**config.mk**
```make
export PLATFORM = sky130hd
export DESIGN_NAME = mem_access_lsu
export DESIGN_NICKNAME = d
export VERILOG_FILES = /design/src/rtl/mem_access_lsu_pkg.sv /design/src/rtl/mem_access_lsu_load_align.sv /design/src/rtl/mem_access_lsu.sv
export SDC_FILE = /design/constraint.sdc
export NUM_CORES = 1
export LEC_CHECK = 0
export CAP_MARGIN = 10
export CELL_PAD_IN_SITES_DETAIL_PLACEMENT = 1
export CELL_PAD_IN_SITES_GLOBAL_PLACEMENT = 1
export CORE_UTILIZATION = 35
export DETAILED_ROUTE_END_ITERATION = 12
export PLACE_DENSITY = 0.82
export RECOVER_POWER = 50
export SETUP_SLACK_MARGIN = 0.5
export SYNTH_ARGS = -nofsm -noshare
export SYNTH_HDL_FRONTEND = slang
export SYNTH_SLANG_ARGS = --single-unit
```
**constraint.sdc**
```tcl
create_clock -name clk -period 3 [get_ports clk]
set_clock_uncertainty 0.1 [all_clocks]
set_input_delay 0.6 -clock clk [delete_from_list [all_inputs] [get_ports clk]]
set_output_delay 0.6 -clock clk [all_outputs]
set_load 0.01 [all_outputs]
```
**src/rtl/mem_access_lsu_pkg.sv**
```systemverilog
// Shared types and helpers for the load/store unit: FSM states, access-size
// encodings and the byte-enable mask generator.
package mem_access_lsu_pkg;

    typedef enum logic [2:0] {
        ST_IDLE  = 3'd0,
        ST_REQ   = 3'd1,
        ST_WAIT  = 3'd2,
        ST_DONE  = 3'd3,
        ST_DRAIN = 3'd4
    } lsu_state_e;

    localparam logic [1:0] SZ_B = 2'b00;
    localparam logic [1:0] SZ_H = 2'b01;
    localparam logic [1:0] SZ_W = 2'b10;
    localparam logic [1:0] SZ_D = 2'b11;

    // Mask is built for the widest bus (8 lanes); narrower buses truncate it.
    function automatic logic [7:0] lsu_be_mask(input logic [1:0] size, input logic [2:0] off);
        logic [7:0] be;
        case (size)
            SZ_B:    be = 8'h01 << off;
            SZ_H:    be = 8'h03 << off;
            SZ_W:    be = 8'h0F << off;
            SZ_D:    be = 8'hFF;
            default: be = 8'h00;
        endcase
        return be;
    endfunction

endpackage

```
**src/rtl/mem_access_lsu_load_align.sv**
```systemverilog
// Load-data lane steering: moves the addressed lane to bit 0 and applies
// sign or zero extension from the access size.
module lsu_load_align
    import mem_access_lsu_pkg::*;
#(
    parameter int XLEN  = 32,
    parameter int OFF_W = $clog2(XLEN / 8)
) (
    input  logic [XLEN-1:0]  i_rdata,
    input  logic [OFF_W-1:0] i_off,
    input  logic [1:0]       i_size,
    input  logic             i_sign,
    output logic [XLEN-1:0]  o_data
);

    logic [XLEN-1:0] w_lane;
    logic [XLEN-1:0] w_mask;
    logic [XLEN-1:0] w_fill;
    logic            w_msb;

    assign w_lane = i_rdata >> {i_off, 3'b000};

    // Mask keeps the accessed bits; everything above is filled from the lane MSB or zero.
    always_comb begin
        w_mask = {XLEN{1'b1}};
        w_msb  = 1'b0;
        case (i_size)
            SZ_B: begin
                w_mask = XLEN'(64'h0000_0000_0000_00FF);
                w_msb  = w_lane[7];
            end
            SZ_H: begin
                w_mask = XLEN'(64'h0000_0000_0000_FFFF);
                w_msb  = w_lane[15];
            end
            SZ_W: begin
                w_mask = XLEN'(64'h0000_0000_FFFF_FFFF);
                w_msb  = w_lane[31];
            end
            default: begin
                w_mask = {XLEN{1'b1}};
                w_msb  = 1'b0;
            end
        endcase
    end

    assign w_fill = {XLEN{i_sign & w_msb}};
    assign o_data = (w_lane & w_mask) | (w_fill & ~w_mask);

endmodule

```
**src/rtl/mem_access_lsu.sv**
```systemverilog
// Load/store unit between execute and write-back: one operation per handshake,
// variable-latency data-memory port, alignment checks and load extension.
module mem_access_lsu
    import mem_access_lsu_pkg::*;
#(
    parameter int XLEN    = 32,
    parameter int ADDR_W  = 32,
    parameter int TIMEOUT = 255
) (
    input  logic                clk,
    input  logic                rst_n,
    input  logic                in_valid,
    output logic                in_ready,
    input  logic                mem_rEn,
    input  logic                mem_wEn,
    input  logic [1:0]          MemSize,
    input  logic                load_extend_sign,
    input  logic [ADDR_W-1:0]   ALU_result,
    input  logic [XLEN-1:0]     Rdata2,
    output logic                out_valid,
    output logic [XLEN-1:0]     out_data,
    output logic                out_misalign,
    output logic                out_fault,
    output logic                stall,
    output logic                dmem_req_valid,
    input  logic                dmem_req_ready,
    output logic                dmem_req_we,
    output logic [ADDR_W-1:0]   dmem_req_addr,
    output logic [XLEN/8-1:0]   dmem_req_be,
    output logic [XLEN-1:0]     dmem_req_wdata,
    input  logic                dmem_rsp_valid,
    input  logic [XLEN-1:0]     dmem_rsp_rdata
);

    localparam int NB    = XLEN / 8;
    localparam int OFF_W = $clog2(NB);

    lsu_state_e        r_state;
    logic [15:0]       r_cnt;
    logic              r_in_ready;
    logic              r_out_valid;
    logic [XLEN-1:0]   r_out_data;
    logic              r_out_misalign;
    logic              r_out_fault;
    logic              r_req_valid;
    logic              r_req_we;
    logic [ADDR_W-1:0] r_req_addr;
    logic [NB-1:0]     r_req_be;
    logic [XLEN-1:0]   r_req_wdata;
    logic [OFF_W-1:0]  r_off;
    logic [1:0]        r_size;
    logic              r_sign;

    logic              w_is_mem;
    logic              w_size_ok;
    logic [2:0]        w_align_mask;
    logic              w_misalign;
    logic [OFF_W-1:0]  w_off;
    logic [7:0]        w_be8;
    logic [XLEN-1:0]   w_wdata;
    logic [ADDR_W-1:0] w_addr_al;
    logic [XLEN-1:0]   w_load_data;

    assign w_is_mem  = mem_rEn | mem_wEn;
    assign w_off     = ALU_result[OFF_W-1:0];
    assign w_size_ok = (MemSize != SZ_D) || (XLEN == 64);
    assign w_be8     = lsu_be_mask(MemSize, 3'(w_off));
    assign w_addr_al = {ALU_result[ADDR_W-1:OFF_W], {OFF_W{1'b0}}};

    // Low address bits that must be zero for a naturally aligned access.
    always_comb begin
        w_align_mask = 3'b111;
        case (MemSize)
            SZ_B:    w_align_mask = 3'b000;
            SZ_H:    w_align_mask = 3'b001;
            SZ_W:    w_align_mask = 3'b011;
            SZ_D:    w_align_mask = 3'b111;
            default: w_align_mask = 3'b111;
        endcase
    end

    assign w_misalign = !w_size_ok || ((ALU_result[2:0] & w_align_mask) != 3'b000);

    // Store data replicated across every lane so memory picks it up via byte enables.
    always_comb begin
        w_wdata = Rdata2;
        case (MemSize)
            SZ_B:    w_wdata = {NB{Rdata2[7:0]}};
            SZ_H:    w_wdata = {(XLEN/16){Rdata2[15:0]}};
            SZ_W:    w_wdata = {(XLEN/32){Rdata2[31:0]}};
            default: w_wdata = Rdata2;
        endcase
    end

    lsu_load_align #(
        .XLEN  (XLEN),
        .OFF_W (OFF_W)
    ) u_load_align (
        .i_rdata (dmem_rsp_rdata),
        .i_off   (r_off),
        .i_size  (r_size),
        .i_sign  (r_sign),
        .o_data  (w_load_data)
    );

    // Control FSM; result fields default to zero so they pulse only with out_valid.
    always_ff @(posedge clk or negedge rst_n) begin
        if (!rst_n) begin
            r_state        <= ST_IDLE;
            r_cnt          <= 16'd0;
            r_in_ready     <= 1'b1;
            r_out_valid    <= 1'b0;
            r_out_data     <= '0;
            r_out_misalign <= 1'b0;
            r_out_fault    <= 1'b0;
            r_req_valid    <= 1'b0;
            r_req_we       <= 1'b0;
            r_req_addr     <= '0;
            r_req_be       <= '0;
            r_req_wdata    <= '0;
            r_off          <= '0;
            r_size         <= 2'b00;
            r_sign         <= 1'b0;
        end else begin
            r_out_valid    <= 1'b0;
            r_out_data     <= '0;
            r_out_misalign <= 1'b0;
            r_out_fault    <= 1'b0;
            case (r_state)
                ST_IDLE: begin
                    if (in_valid) begin
                        r_in_ready <= 1'b0;
                        r_off      <= w_off;
                        r_size     <= MemSize;
                        r_sign     <= load_extend_sign;
                        if (!w_is_mem) begin
                            r_state     <= ST_DONE;
                            r_out_valid <= 1'b1;
                            r_out_data  <= XLEN'(ALU_result);
                        end else if (w_misalign) begin
                            r_state        <= ST_DONE;
                            r_out_valid    <= 1'b1;
                            r_out_misalign <= 1'b1;
                        end else begin
                            r_state     <= ST_REQ;
                            r_req_valid <= 1'b1;
                            r_req_we    <= mem_wEn & ~mem_rEn;
                            r_req_addr  <= w_addr_al;
                            r_req_be    <= NB'(w_be8);
                            r_req_wdata <= w_wdata;
                        end
                    end else begin
                        r_in_ready <= 1'b1;
                    end
                end
                ST_REQ: begin
                    if (dmem_req_ready) begin
                        r_req_valid <= 1'b0;
                        r_req_we    <= 1'b0;
                        r_req_addr  <= '0;
                        r_req_be    <= '0;
                        r_req_wdata <= '0;
                        r_cnt       <= 16'd0;
                        if (r_req_we) begin
                            r_state     <= ST_DONE;
                            r_out_valid <= 1'b1;
                        end else begin
                            r_state <= ST_WAIT;
                        end
                    end else begin
                        r_state <= ST_REQ;
                    end
                end
                ST_WAIT: begin
                    // A response in the cycle the count reaches TIMEOUT still wins.
                    if (dmem_rsp_valid) begin
                        r_state     <= ST_DONE;
                        r_out_valid <= 1'b1;
                        r_out_data  <= w_load_data;
                        r_cnt       <= 16'd0;
                    end else if ((r_cnt + 16'd1) == 16'(TIMEOUT)) begin
                        r_state     <= ST_DRAIN;
                        r_out_valid <= 1'b1;
                        r_out_fault <= 1'b1;
                        r_cnt       <= 16'd0;
                    end else begin
                        r_cnt <= r_cnt + 16'd1;
                    end
                end
                ST_DONE: begin
                    r_state    <= ST_IDLE;
                    r_in_ready <= 1'b1;
                end
                ST_DRAIN: begin
                    if (dmem_rsp_valid) begin
                        r_state    <= ST_IDLE;
                        r_in_ready <= 1'b1;
                    end else begin
                        r_state <= ST_DRAIN;
                    end
                end
                default: begin
                    r_state     <= ST_IDLE;
                    r_in_ready  <= 1'b1;
                    r_req_valid <= 1'b0;
                    r_cnt       <= 16'd0;
                end
            endcase
        end
    end

    assign in_ready       = r_in_ready;
    assign stall          = in_valid & ~r_in_ready;
    assign out_valid      = r_out_valid;
    assign out_data       = r_out_data;
    assign out_misalign   = r_out_misalign;
    assign out_fault      = r_out_fault;
    assign dmem_req_valid = r_req_valid;
    assign dmem_req_we    = r_req_we;
    assign dmem_req_addr  = r_req_addr;
    assign dmem_req_be    = r_req_be;
    assign dmem_req_wdata = r_req_wdata;

endmodule
```
# After elaboration in Yosys (flattened, before gate mapping)
# Index checks and enable logic that the tools add are counted.
[classes] n_addsub=1 n_mux=61 bitwise=14 n_reduce_logical=16 eq_ne=17 shifts=4
[op_table] operator="32-bit 2-to-1 mux" n=10
[op_table] operator="32-bit one-hot mux with 2 select lines" n=5
[op_table] operator="32-bit bitwise AND" n=2
[op_table] operator="16-bit 2-to-1 mux" n=3
[op_table] operator="16-bit one-hot mux with 3 select lines" n=1
[op_table] operator="32-bit NOT" n=1
[op_table] operator="32-bit bitwise OR" n=1
[op_table] operator="32-bit by 5-bit right shift with 32-bit output" n=1
[op_table] operator="3-bit one-hot mux with 4 select lines" n=2
[op_table] operator="1-bit 2-to-1 mux" n=22
[op_table] operator="16-bit by 1-bit adder with 16-bit output (second input constant)" n=1
[op_table] operator="16-bit by 8-bit == test with 1-bit output (second input constant)" n=1
[op_table] operator="4-bit 2-to-1 mux" n=4
[op_table] operator="4-bit one-hot mux with 4 select lines" n=1
[op_table] operator="3-bit 2-to-1 mux" n=5
[op_table] operator="2-bit inequality test (second input constant)" n=6
[op_table] operator="1-bit one-hot mux with 3 select lines" n=4
[op_table] operator="5-bit AND reduction" n=2
[op_table] operator="4-bit one-hot mux with 2 select lines" n=1
[op_table] operator="2-bit AND reduction" n=4
[op_table] operator="2-bit == test (second input constant)" n=3
[op_table] operator="3-bit by 2-bit == test with 1-bit output (second input constant)" n=2
[op_table] operator="3-bit OR reduction" n=2
[op_table] operator="1-bit NOT" n=5
[op_table] operator="19 further kinds" n=24
[totals] output_inout_bits=107 regBits=130 input_bits=106 wordCells=128

# Longest topological paths before layout
# Gate-level depths: netlist of run 1.
[logic_depth] word_depth=9 mapped_depth=11 ltp_nobuf=9

# By module
# A second synthesis of run 1 with hierarchy kept.
[unflattened] cells_unflattened=726 hier_area_um2=6781.5
[by_module_without_submodules] mod="mem_access_lsu" instances=1 area_each_um2=5869.4 seq_area_each_um2=3204.3 cells_each=612
[by_module_without_submodules] mod="lsu_load_align" instances=1 area_each_um2=912.1 seq_area_each_um2=0.0 cells_each=114

# Least setup slack after synthesis of run 1
# Ideal clock, no wire load.
[synth_path] path_type="input-to-reg" from="input port MemSize[0]" to="register r_req_addr[25], in the netlist dmem_req_addr[25]" setup_slack_ns=0.550 setup_ns=0.121 arrival_time_ns=2.229 cell_stages=10 n_path_buf=2 t_required_ns=2.779 cell_sequence="inv_1 ha_1 inv_1 a221oi_1 o21ai_0 nor2b_1 a21oi_1 clkbuf_1 clkbuf_1 a22o_1"
[synth_via] elab_chain_len=7 elab_cells_between_ends=12 cone_classes="5 x eq/ne; 1 x mux; 1 x bitwise; 5 x reduce/logical"
[synth_rtl] element="from (decl)" line="mem_access_lsu.sv:16" text="input logic [1:0] MemSize,"
[synth_rtl] element="2-bit == test (tied with other cells)" line="mem_access_lsu.sv:73" text="case (MemSize)"
[synth_rtl] element="3-bit one-hot mux with 4 select lines" line="mem_access_lsu.sv:73"
[synth_rtl] element="3-bit bitwise AND" line="mem_access_lsu.sv:82" text="assign w_misalign = !w_size_ok || ((ALU_result[2:0] & w_align_mask) != 3'b000);"
[synth_rtl] element="3-bit nonzero test" line="mem_access_lsu.sv:82"
[synth_rtl] element="1-bit logical OR *" line="mem_access_lsu.sv:82"
[synth_rtl] element="2-bit inequality test (no line) *"
[synth_rtl] element="5-bit AND reduction (no line) *"
[synth_rtl] element="to (signal assigned)" line="mem_access_lsu.sv:148" text="r_req_addr <= w_addr_al;"
[synth_rtl] element="to (decl)" line="mem_access_lsu.sv:47" text="logic [ADDR_W-1:0] r_req_addr;"
# Mark *: on every way between the ends. The rest lies on a longest branch, timed or not.
# A chain may end at the register's enable or synchronous reset.

# Final worst setup path of run 1
[layout_path] from="input port MemSize[1]" to="register r_req_addr[28], in the netlist dmem_req_addr[28]"
# Same word-level chain as after synthesis.

==> impl_metrics.toml, run 1 <==
[final_layout]
finish.utilization = 0.561
finalInstanceArea_um2 = 9780
final_cells = 1092
final_nets = 966
layout-area-overhead-vs-synth_pct = 55.1
fill_cells = 1848
drive_above_1_share = 0.154
layout_common_cells = "sky130_fd_sc_hd__clkdlybuf4s50_1, sky130_fd_sc_hd__dfrtp_1, sky130_fd_sc_hd__nand2_1"
final_common_cell = "sky130_fd_sc_hd__clkdlybuf4s50_1"

[route]
drt-wirelength-per-cell_um = 21.8
via_count = 6070
ant_nets = 0
detail_route.drc_violations = 0
detailed_router_s_first_iteration_violation_count = 326
firstDrtPassIters = 4
detail_route.vias_per_cell = 5.56
wl_um = 23800

[timing]
finalCritPeriodShare = 0.849
max_freq_mhz = 393
finalSetupViolations = 0
fin_worst_hold_slack_ns = -0.00832
final_max_slew_viol_count = 30
timing.final.crit_period_ns = 2.55
hold_violations = 2
worst_pin_slew_ns = 1.68
total_negative_slack_ns = 0
unrepaired_setup_endpoints_after_global_routing = "yes"
relSlewSlack = -0.119

[floorplan]
die_h_um = 136
die_area_um2 = 18500
num_rows = 48
start_util = 0.362
floorplan.core_area_um2 = 17400
ports_placed_on_the_boundary = 213
chipWidth_um = 136

[critical_path]
startpoint_of_the_most_critical_register_to_register_path = "r_cnt[5]"
timing.critical_path.required_ns = 3.19
critPathKind = "in -> reg"
rr_worst_depth = 9
worst-endpoint-arrival_ns = 2.74
critical_path.startpoint = "MemSize[1]"
regToRegEndpoint = "r_cnt[7]"
start_kind = "input port"
setup.reg_to_reg.worst_slack_ns = 0.53
timing.critical_path.to_type = "register"
timing.critical_path.fanout_max = 34

[power_and_ir_drop]
leakagePower_nw = 4.38
pwr_density_cell_nw_per_um2 = 903
ir_worst_vdd_uv = 479

[yosys]
synthesis.instances = 622
synth.lib_cells_used.distinct = 64
synth_top_flop_cell = "sky130_fd_sc_hd__dfrtp_1"
synth_seq_area_share = 0.508
mappedNetlistArea_um2 = 6300
synth_warnings = 0
synth-seq-cells = 128
synth-edff-count = 0
mean_area_per_synthesized_cell_um2 = 10.1
asyncSetResetFlopFracSynth = 1.00

[clock_network]
clock_tree_from_tritoncts = "done"
cts_buffer_depth = 2
ctsHoldBuffers = 0
clkTransAtPathRegs_ns = 0.06
root_buffer = "sky130_fd_sc_hd__clkbuf_16"
clock_insertion_delay_worst_skew_ns = 0.42
number_of_buffers_created_by_cts = 17
cts.sinks = 128
htree_levels = 4

[global_route]
antenna_found_initial = 3
grt_start_max_net_pins = 54
first_global_vias = 6421
first_pass_grt_wire_length_um = 36100
grt_util_all_layers = 0.260
global_route.overflow_total = 0

[placement]
place.detailed.instances = 1035
placed_area_um2 = 8790
place.port_buffers = 210
routabilityCongestion = 0.868
dpl.hpwl_um = 16800

[hold_path]
hp-class = "in -> async"

[run_status]
run_status = "finished, violations left"
failed_checks = "hold timing, capacitance limit, slew limit"

[job]
max_cap_violations = 1
==> cell type report <==
type	instances	area, um^2	area share
Sequential cell	128	3220	0.329
Multi-Input combinational cell	435	3030	0.310
Timing Repair Buffer	261	2550	0.261
Clock buffer	19	443	0.0453
Tap cell	225	282	0.0288
Clock inverter	13	210	0.0215
Inverter	10	37.5	0.00384
Antenna cell	1	2.50	0.000256
==> flip-flops by register name, indices dropped and copies added, names as in the netlist <==
register,count
dmem_req_addr,30
dmem_req_be,4
dmem_req_valid,1
dmem_req_wdata,32
dmem_req_we,1
in_ready,1
out_data,32
out_fault,1
out_misalign,1
out_valid,1
r_cnt,16
r_off,2
r_sign,1
r_size,2
r_state,3
==> synth_stat cells (5+ instances only) <==
cell type | n | share of area
sky130_fd_sc_hd__a211o_1 | 10 | 0.014
sky130_fd_sc_hd__a21oi_1 | 27 | 0.021
sky130_fd_sc_hd__a22o_1 | 63 | 0.088
sky130_fd_sc_hd__a22oi_1 | 8 | 0.0095
sky130_fd_sc_hd__a32o_1 | 7 | 0.011
sky130_fd_sc_hd__buf_1 | 5 | 0.0030
sky130_fd_sc_hd__buf_2 | 7 | 0.0056
sky130_fd_sc_hd__clkbuf_1 | 35 | 0.021
sky130_fd_sc_hd__dfrtp_1 | 127 | 0.50
sky130_fd_sc_hd__ha_1 | 7 | 0.014
sky130_fd_sc_hd__inv_1 | 9 | 0.0054
sky130_fd_sc_hd__mux2i_1 | 25 | 0.040
sky130_fd_sc_hd__nand2_1 | 82 | 0.049
sky130_fd_sc_hd__nand3_1 | 8 | 0.0064
sky130_fd_sc_hd__nor2_1 | 27 | 0.016
sky130_fd_sc_hd__nor2b_1 | 14 | 0.014
sky130_fd_sc_hd__nor3_1 | 7 | 0.0056
sky130_fd_sc_hd__nor4_1 | 5 | 0.0050
sky130_fd_sc_hd__o21ai_0 | 49 | 0.039
sky130_fd_sc_hd__o21ai_1 | 21 | 0.017
sky130_fd_sc_hd__o31ai_1 | 10 | 0.012
sky130_fd_sc_hd__or2_2 | 5 | 0.0050
==> per-stage QoR <==
stage	hold WS (ns)	power, W	setup slack [ns]
4_1_cts	0.0117	0.00894	0.502
3_3_place_gp	0.360	0.00634	0.0807
5_1_grt	0.0174	0.00930	0.393
2_1_floorplan	0.204	0.00446	0.550
6_report	-0.00832	0.00883	0.453
3_5_place_dp	0.371	0.00651	-0.175
==> kinds of logic after synthesis <==
| logic type | synth area share |
|---|---|
| buf+inv | 0.0395 |
| flops | 0.508 |
| simple gates | 0.130 |
| fa+ha+maj | 0.0139 |
| xor+xnor | 0.00556 |
| compound gates | 0.253 |
| other cells | 0.000595 |
| mux | 0.0492 |
==> worst max-delay path by stage <==
stage | slack (ns) | end
after floorplan | 0.55 | dmem_req_addr[25]
after global placement | 0.08 | dmem_req_addr[12]
after detailed placement | -0.18 | dmem_req_we
after CTS | 0.50 | r_cnt[12]
after global routing | 0.39 | dmem_req_addr[28]
final | 0.45 | dmem_req_addr[28]
==> power breakdown <==
| part | internal (W) | switching, W |
|---|---|---|
| Sequential | 0.00234 | 0.000450 |
| Combinational | 0.00186 | 0.00189 |
| Clock | 0.00150 | 0.000799 |
| Total | 0.00569 | 0.00314 |
==> worst max-delay path: stages <==
cell                            delay, ns
sky130_fd_sc_hd__dlygate4sd3_1       0.62
sky130_fd_sc_hd__inv_2               0.10
sky130_fd_sc_hd__ha_1                0.15
sky130_fd_sc_hd__inv_1               0.07
sky130_fd_sc_hd__a221oi_4            0.33
sky130_fd_sc_hd__o21ai_2             0.12
sky130_fd_sc_hd__nor2b_2             0.17
sky130_fd_sc_hd__a21oi_4             0.11
sky130_fd_sc_hd__buf_12              0.19
sky130_fd_sc_hd__a22o_1              0.26
==> per-layer routing <==
layer,track usage,routed length (um),vias to the layer above
met4,0.0944,584,4
met3,0.0790,1610,44
met2,0.437,11800,224
li1,-,-,2749
met5,0,27,-
met1,0.311,9700,3049
==> what timing repair did <==
action | in CTS | in global routing
setup buffers | 10 | 14
gates resized for setup | 19 | 21
setup endpoints to repair | 64 | 78
pin swaps | 3 | 10
(Power assumes the default switching activity.)
==> run 2: changes to the inputs <==
==> constraint.sdc (replaced) <==
create_clock -name clk -period 2.4 [get_ports clk]
set_clock_uncertainty 0.1 [all_clocks]
set_input_delay 0.48 -clock clk [delete_from_list [all_inputs] [get_ports clk]]
set_output_delay 0.48 -clock clk [all_outputs]
set_load 0.01 [all_outputs]
==> run 2 against run 1 <==
The flow finishes with violations (setup timing). Utilization increased by 5.0 points. Worst setup slack got worse by 0.57 ns. Die area unchanged. Highest routed layer is now met4. Critical endpoint is now r_cnt[12]. Cell count increased by 4.9%. Worst hold slack improved by 0.38 ns. Global-route usage increased by 4.3 points. Flip-flop and latch count unchanged. Via count increased by 11%. Critical path depth decreased by 2. Register-to-register slack got worse by 0.65 ns. Sequential power increased by 25%.
==> impl_metrics.toml, run 2 (synthesized netlist as in run 1, its figures left out) <==
[run_status]
run_status = "finished, violations left"
failed_checks = "setup timing"

[critical_path]
critPathKind = "reg -> reg"
start_kind = "register"
startpoint_of_the_most_critical_register_to_register_path = "r_cnt[7]"
critical_path.startpoint = "r_cnt[7]"
critical_path.endpoint = "r_cnt[12]"
rr_worst_depth = 8
regToRegEndpoint = "r_cnt[12]"
timing.critical_path.to_type = "register"
setup.reg_to_reg.worst_slack_ns = -0.12
worst-endpoint-arrival_ns = 2.74
timing.critical_path.fanout_max = 7
timing.critical_path.required_ns = 2.62

[final_layout]
final_cells = 1146
final_common_cell = "sky130_fd_sc_hd__dfrtp_1"
final_nets = 1022
layout_common_cells = "sky130_fd_sc_hd__dfrtp_1, sky130_fd_sc_hd__clkdlybuf4s50_1, sky130_fd_sc_hd__dlygate4sd2_1"
finish.utilization = 0.612
layout-area-overhead-vs-synth_pct = 69.0
drive_above_1_share = 0.243
antenna_cells_inserted = 0
finalInstanceArea_um2 = 10700

[global_route]
gr-usage-met1 = 0.337
grt_util_all_layers = 0.303
global_route.overflow_total = 0
top_usage_layer = "met2"
first_global_vias = 7179
groute.layer.met2.usage = 0.532
gr-usage-met3 = 0.0731
grt_start_max_net_pins = 56
first_pass_grt_wire_length_um = 41500
antenna_found_initial = 0

[timing]
unrepaired_setup_endpoints_after_global_routing = "yes"
fin_worst_hold_slack_ns = 0.371
finalCritPeriodShare = 1.05
worst_pin_slew_ns = 1.02
final.setup.worst_slack_ns = -0.115
timing.final.crit_period_ns = 2.52
relSlewSlack = 0.319
final_max_slew_viol_count = 0
hold_violations = 0
finalSetupViolations = 12
max_freq_mhz = 398

[power_and_ir_drop]
leakagePower_nw = 5.32
pwr_density_cell_nw_per_um2 = 1100
ir_worst_vdd_uv = 647

[route]
detail_route.vias_per_cell = 5.87
via_count = 6722
detail_route.drc_violations = 0
detailed_router_s_first_iteration_violation_count = 471
wl_um = 30100
ant_nets = 0
drt-wirelength-per-cell_um = 26.3
firstDrtPassIters = 5

[floorplan]
start_util = 0.362
die_h_um = 136
num_rows = 48
chipWidth_um = 136
floorplan.core_area_um2 = 17400
ports_placed_on_the_boundary = 213
die_area_um2 = 18500

[hold_path]
hp-class = "in -> reg"

[job]
max_cap_violations = 0

[clock_network]
htree_levels = 4
clock_insertion_delay_worst_skew_ns = 0.43
cts.sinks = 128
cts_buffer_depth = 2
number_of_buffers_created_by_cts = 17
clkTransAtPathRegs_ns = 0.06
root_buffer = "sky130_fd_sc_hd__clkbuf_16"
clock_tree_from_tritoncts = "done"

[placement]
place.detailed.instances = 1070
dpl.hpwl_um = 18000
place.port_buffers = 210
routabilityCongestion = 0.884
placed_area_um2 = 9210
run 2: changes by cell type in the layout (fill, tap and decap cells not counted), sizes merged, moves of 3 or more:
cell	before	now
buf	49	103
clkinvlp	2	5
dlygate4sd3	41	1
dlygate4sd2	1	88
clkdlybuf4s50	167	97
dlymetal6s2s	0	21
clkinv	5	2
run 2: worst min-delay path by stage:
stage,from,endpoint,slack (ns),cells after the start
after floorplan,rst_n,dmem_req_addr[10],0.08,0
after global placement,dmem_req_wdata[19],dmem_req_wdata[19],0.36,2
after detailed placement,dmem_req_wdata[14],dmem_req_wdata[14],0.38,2
after CTS,dmem_req_wdata[22],dmem_req_wdata[22],0.39,2
after global routing,MemSize[1],r_size[1],0.36,3
final,MemSize[1],r_size[1],0.37,3
run 2: final cells by class:
cell class	instances	area (um^2)
clock inverters	13	210
clock buffers	18	439
multi-input cells	436	3250
fillers	1848	6770
well taps	225	282
repair buffers	316	3180
inverters	10	72.6
flip-flops and latches	128	3220
run 2: repair_timing:
| item | CTS | global route |
|---|---|---|
| hold buffers | 1 | 0 |
| buffers inserted | 13 | 23 |
| gates cloned | 3 | 5 |
| endpoints found under the hold margin | 35 | 0 |
| gates resized for setup | 122 | 88 |
| setup endpoints to repair | 187 | 132 |
| pin swaps | 19 | 21 |
run 2: per-stage QoR:
stage / setup TNS [ns] / total power, W / setup WS [ns]
4_1_cts: -0.307 / 0.0111 / -0.0574
2_1_floorplan: 0 / 0.00576 / 0.152
3_3_place_gp: -18.21 / 0.00813 / -0.296
3_5_place_dp: -26.75 / 0.00837 / -0.425
5_1_grt: -1.10 / 0.0122 / -0.130
6_report: -0.622 / 0.0117 / -0.115
run 2: layer usage:
metal	share of wire	wire length (um)	vias to the layer above
li1	-	-	2861
met1	0.37	11300	3446
met2	0.53	15900	313
met3	0.053	1590	102
met4	0.045	1370	0
met5	0	0	-
run 2: where the power goes:
group / internal (W) / total (W) / switching [W]
Sequential: 0.00293 / 0.00350 / 0.000576
Clock: 0.00187 / 0.00293 / 0.00106
Combinational: 0.00239 / 0.00526 / 0.00287
Total: 0.00719 / 0.0117 / 0.00451
run 2: worst max-delay path, stage by stage, from the launching register on:
cell and delay [ns]:
sky130_fd_sc_hd__dfrtp_2 0.45, sky130_fd_sc_hd__nand3_4 0.13, sky130_fd_sc_hd__buf_4 0.17, sky130_fd_sc_hd__nor4_4 0.40
sky130_fd_sc_hd__a311oi_2 0.24, sky130_fd_sc_hd__o211ai_4 0.37, sky130_fd_sc_hd__o21ai_4 0.16, sky130_fd_sc_hd__buf_6 0.18
sky130_fd_sc_hd__o41ai_4 0.20
==> run 3: changes to the inputs <==
--- a/config.mk
+++ b/config.mk
@@ -10,9 +10,11 @@
 export CELL_PAD_IN_SITES_GLOBAL_PLACEMENT = 1
 export CORE_UTILIZATION = 35
 export DETAILED_ROUTE_END_ITERATION = 12
-export PLACE_DENSITY = 0.82
+export PLACE_DENSITY = 0.81
 export RECOVER_POWER = 50
 export SETUP_SLACK_MARGIN = 0.5
+export SLEW_MARGIN = 20
 export SYNTH_ARGS = -nofsm -noshare
 export SYNTH_HDL_FRONTEND = slang
+export SYNTH_HIERARCHICAL = 1
 export SYNTH_SLANG_ARGS = --single-unit
==> run 3 against run 2 <==
The flow still finishes with violations (setup timing). Final area up 7.6%. Via count up 11%. Combinational power up 30%. Wire length up 9.4%. Largest cell class unchanged. Flip-flop and latch count unchanged. First-iteration DRC count down 5.9%. Critical path type unchanged. Sequential share of layout area down 2.2 points. Highest routed layer is now met5. Fmax down 5.1%.
==> impl_metrics.toml, run 3 <==
[yosys]
synth.top_cells.by_count = "sky130_fd_sc_hd__nand2_1, sky130_fd_sc_hd__dfrtp_1, sky130_fd_sc_hd__o21ai_0"
synth_warnings = 6
asyncSetResetFlopFracSynth = 1.00
mappedNetlistArea_um2 = 6780
post-synth-top-area-fraction = 0.469
synthesis.instances = 726
synth.lib_cells_used.distinct = 68
yosys-top-cells-area = "sky130_fd_sc_hd__dfrtp_1, sky130_fd_sc_hd__nand2_1, sky130_fd_sc_hd__a22o_1, sky130_fd_sc_hd__o21ai_0, sky130_fd_sc_hd__mux2i_1"
synth-seq-cells = 128
synth_seq_area_share = 0.473
synthMostInstantiatedCell = "sky130_fd_sc_hd__nand2_1"
synth_top_flop_cell = "sky130_fd_sc_hd__dfrtp_1"
yosys.area.top_type = "sky130_fd_sc_hd__dfrtp_1"
synth-edff-count = 0
mean_area_per_synthesized_cell_um2 = 9.34

[critical_path]
critPathKind = "reg -> reg"
timing.critical_path.fanout_max = 4
start_kind = "register"
worst-endpoint-arrival_ns = 2.85
timing.critical_path.max_delay_family = "simple AND/OR/NAND/NOR gates"
critPathMaxStageDelay_ns = 0.57
critical_path.n_buffers_inverters = 2
cp_cell_sequence = "buf_6 > nand4_1 > or2_4 > o32a_1 > or4b_4 > o21ai_4 > buf_4 > nor2_2 > a211o_1"
timing.critical_path.to_type = "register"
timing.critical_path.required_ns = 2.60
critical-path-slowest-cell = "sky130_fd_sc_hd__or4b_4"

[global_route]
groute.layer.met2.usage = 0.487
gr-usage-met3 = 0.0598
top_usage_layer = "met2"
gr-usage-met1 = 0.327
first_pass_grt_wire_length_um = 42000
grt_start_max_net_pins = 60
antenna_found_initial = 3
global_route.overflow_total = 0
first_global_vias = 7381
grt_util_all_layers = 0.278

[clock_network]
number_of_buffers_created_by_cts = 17
clock_insertion_delay_worst_skew_ns = 0.43
clock_tree_from_tritoncts = "done"
htree_levels = 4
clkTransAtPathRegs_ns = 0.06
cts_buffer_depth = 2
cts.sinks = 128
root_buffer = "sky130_fd_sc_hd__clkbuf_16"

[placement]
place.port_buffers = 210
routabilityCongestion = 0.852
dpl.hpwl_um = 18600

[floorplan]
floorplan.core_area_um2 = 18800
start_util = 0.360
die_h_um = 141
chipWidth_um = 141
num_rows = 50
die_area_um2 = 19900
ports_placed_on_the_boundary = 213

[final_layout]
area_used_by_multi_input_combinational_logic_um2 = 4050
final_nets = 1126
finish.utilization = 0.608
layout_common_cells = "sky130_fd_sc_hd__nand2_1, sky130_fd_sc_hd__dfrtp_1, sky130_fd_sc_hd__clkdlybuf4s50_1"
seqCellArea_um2 = 3210
drive_above_1_share = 0.283
fill_cells = 2000
layout-area-overhead-vs-synth_pct = 68.9

[route]
detail_route.vias_per_cell = 5.80
detail_route.drc_violations = 0
firstDrtPassIters = 5
ant_nets = 0
drt-wirelength-per-cell_um = 25.6
via_count = 7475
detailed_router_s_first_iteration_violation_count = 443
wl_um = 33000

[run_status]
failed_checks = "setup timing"
run_status = "finished, violations left"

[timing]
final_max_slew_viol_count = 0
relSlewSlack = 0.435
finalSetupViolations = 13
finalCritPeriodShare = 1.10
worst_pin_slew_ns = 0.848
hold_violations = 0
unrepaired_setup_endpoints_after_global_routing = "yes"
timing.final.crit_period_ns = 2.65
total_negative_slack_ns = -2.12
final.setup.worst_slack_ns = -0.251
max_freq_mhz = 377

[power_and_ir_drop]
leakagePower_nw = 5.20
ir_worst_vdd_uv = 764
pwr_density_cell_nw_per_um2 = 1110
totalPowerFinal_w = 0.0128

[hold_path]
hp-class = "in -> reg"

[job]
max_cap_violations = 0
[run 3: cell types whose count changed in the layout (fill, tap and decap cells not counted), moves of 10 or more]
cell | previous run | this run
sky130_fd_sc_hd__nand2_1 | 78 | 121
sky130_fd_sc_hd__nand2_4 | 1 | 25
sky130_fd_sc_hd__a22o_1 | 62 | 41
sky130_fd_sc_hd__dlymetal6s2s_1 | 21 | 0
sky130_fd_sc_hd__o31ai_2 | 1 | 22
sky130_fd_sc_hd__buf_4 | 67 | 78
sky130_fd_sc_hd__clkdlybuf4s25_1 | 0 | 11
sky130_fd_sc_hd__buf_6 | 21 | 11
[run 3: repair_timing]
action	4_1_cts	5_1_grt
setup buffers	8	12
pin swaps	13	65
resized for setup	132	205
gates cloned	5	10
hold endpoints to repair	27	0
endpoints found under the setup margin	185	128
hold buffers	1	0
[run 3: worst reg2reg max path, stage by stage, from the launching register on]
cell and delay (ns):
sky130_fd_sc_hd__dfrtp_2 0.41, sky130_fd_sc_hd__buf_6 0.12, sky130_fd_sc_hd__nand4_1 0.17, sky130_fd_sc_hd__or2_4 0.29, sky130_fd_sc_hd__o32a_1 0.21, sky130_fd_sc_hd__or4b_4 0.58, sky130_fd_sc_hd__o21ai_4 0.20, sky130_fd_sc_hd__buf_4 0.18
sky130_fd_sc_hd__nor2_2 0.04, sky130_fd_sc_hd__a211o_1 0.23
[run 3: report_power, final]
| group | internal [W] | total, W | switching (W) |
|---|---|---|---|
| clock | 0.00134 | 0.00246 | 0.00111 |
| combinational | 0.00302 | 0.00683 | 0.00381 |
| sequential | 0.00287 | 0.00348 | 0.000613 |
[run 3: cells by family after synthesis]
family / count (synthesis) / synth area share
xor gates and xnor gates: 3 / 0.00388
muxes: 28 / 0.0454
AOI/OAI and AO/OA: 221 / 0.231
and+or+nand+nor: 269 / 0.183
buffers and inverters: 69 / 0.0506
other: 1 / 0.000553
adders and majority gates: 7 / 0.0129
DFF: 128 / 0.473
[run 3: area by class of cell]
type,count,area share
diodes,3,0.000655
clock buffers,19,0.0378
clock inverters,13,0.00928
inverters,7,0.00404
multi-input cells,531,0.354
flip-flops and latches,128,0.280
well taps,260,0.0284
repair buffers,328,0.286
[run 3: metal layers]
| layer | wire [um] | vias to the layer above |
|---|---|---|
| met5 | 13 | - |
| met4 | 1600 | 2 |
| met3 | 1810 | 100 |
| met2 | 17200 | 316 |
| met1 | 12400 | 3850 |
| li1 | - | 3207 |
[run 3: metrics by stage]
| step | hold slack (ns) | cell area, um^2 | worst slack (ns) | cells |
|---|---|---|---|---|
| final | 0.346 | 11500 | -0.251 | 1289 |
| after global placement | 0.346 | 9720 | -0.317 | 1218 |
| after floorplan | 0.0844 | 6920 | -0.0373 | 727 |
| after detailed placement | 0.353 | 9720 | -0.497 | 1218 |
| after CTS | 0.379 | 10500 | -0.191 | 1264 |
| after global routing | 0.371 | 11500 | -0.316 | 1289 |
[run 3: final timing paths]
kind,from,slack (ns),cells after the start,end
max reg2reg,r_cnt[0],-0.25,9,r_cnt[7]
min,ALU_result[0],0.35,4,r_off[0]
min in group asynchronous,rst_n,0.61,2,out_data[27]
max in group asynchronous,rst_n,0.21,3,r_cnt[1]
min reg2reg,dmem_req_wdata[16],0.39,2,dmem_req_wdata[16]
max,r_cnt[0],-0.25,9,r_cnt[7]
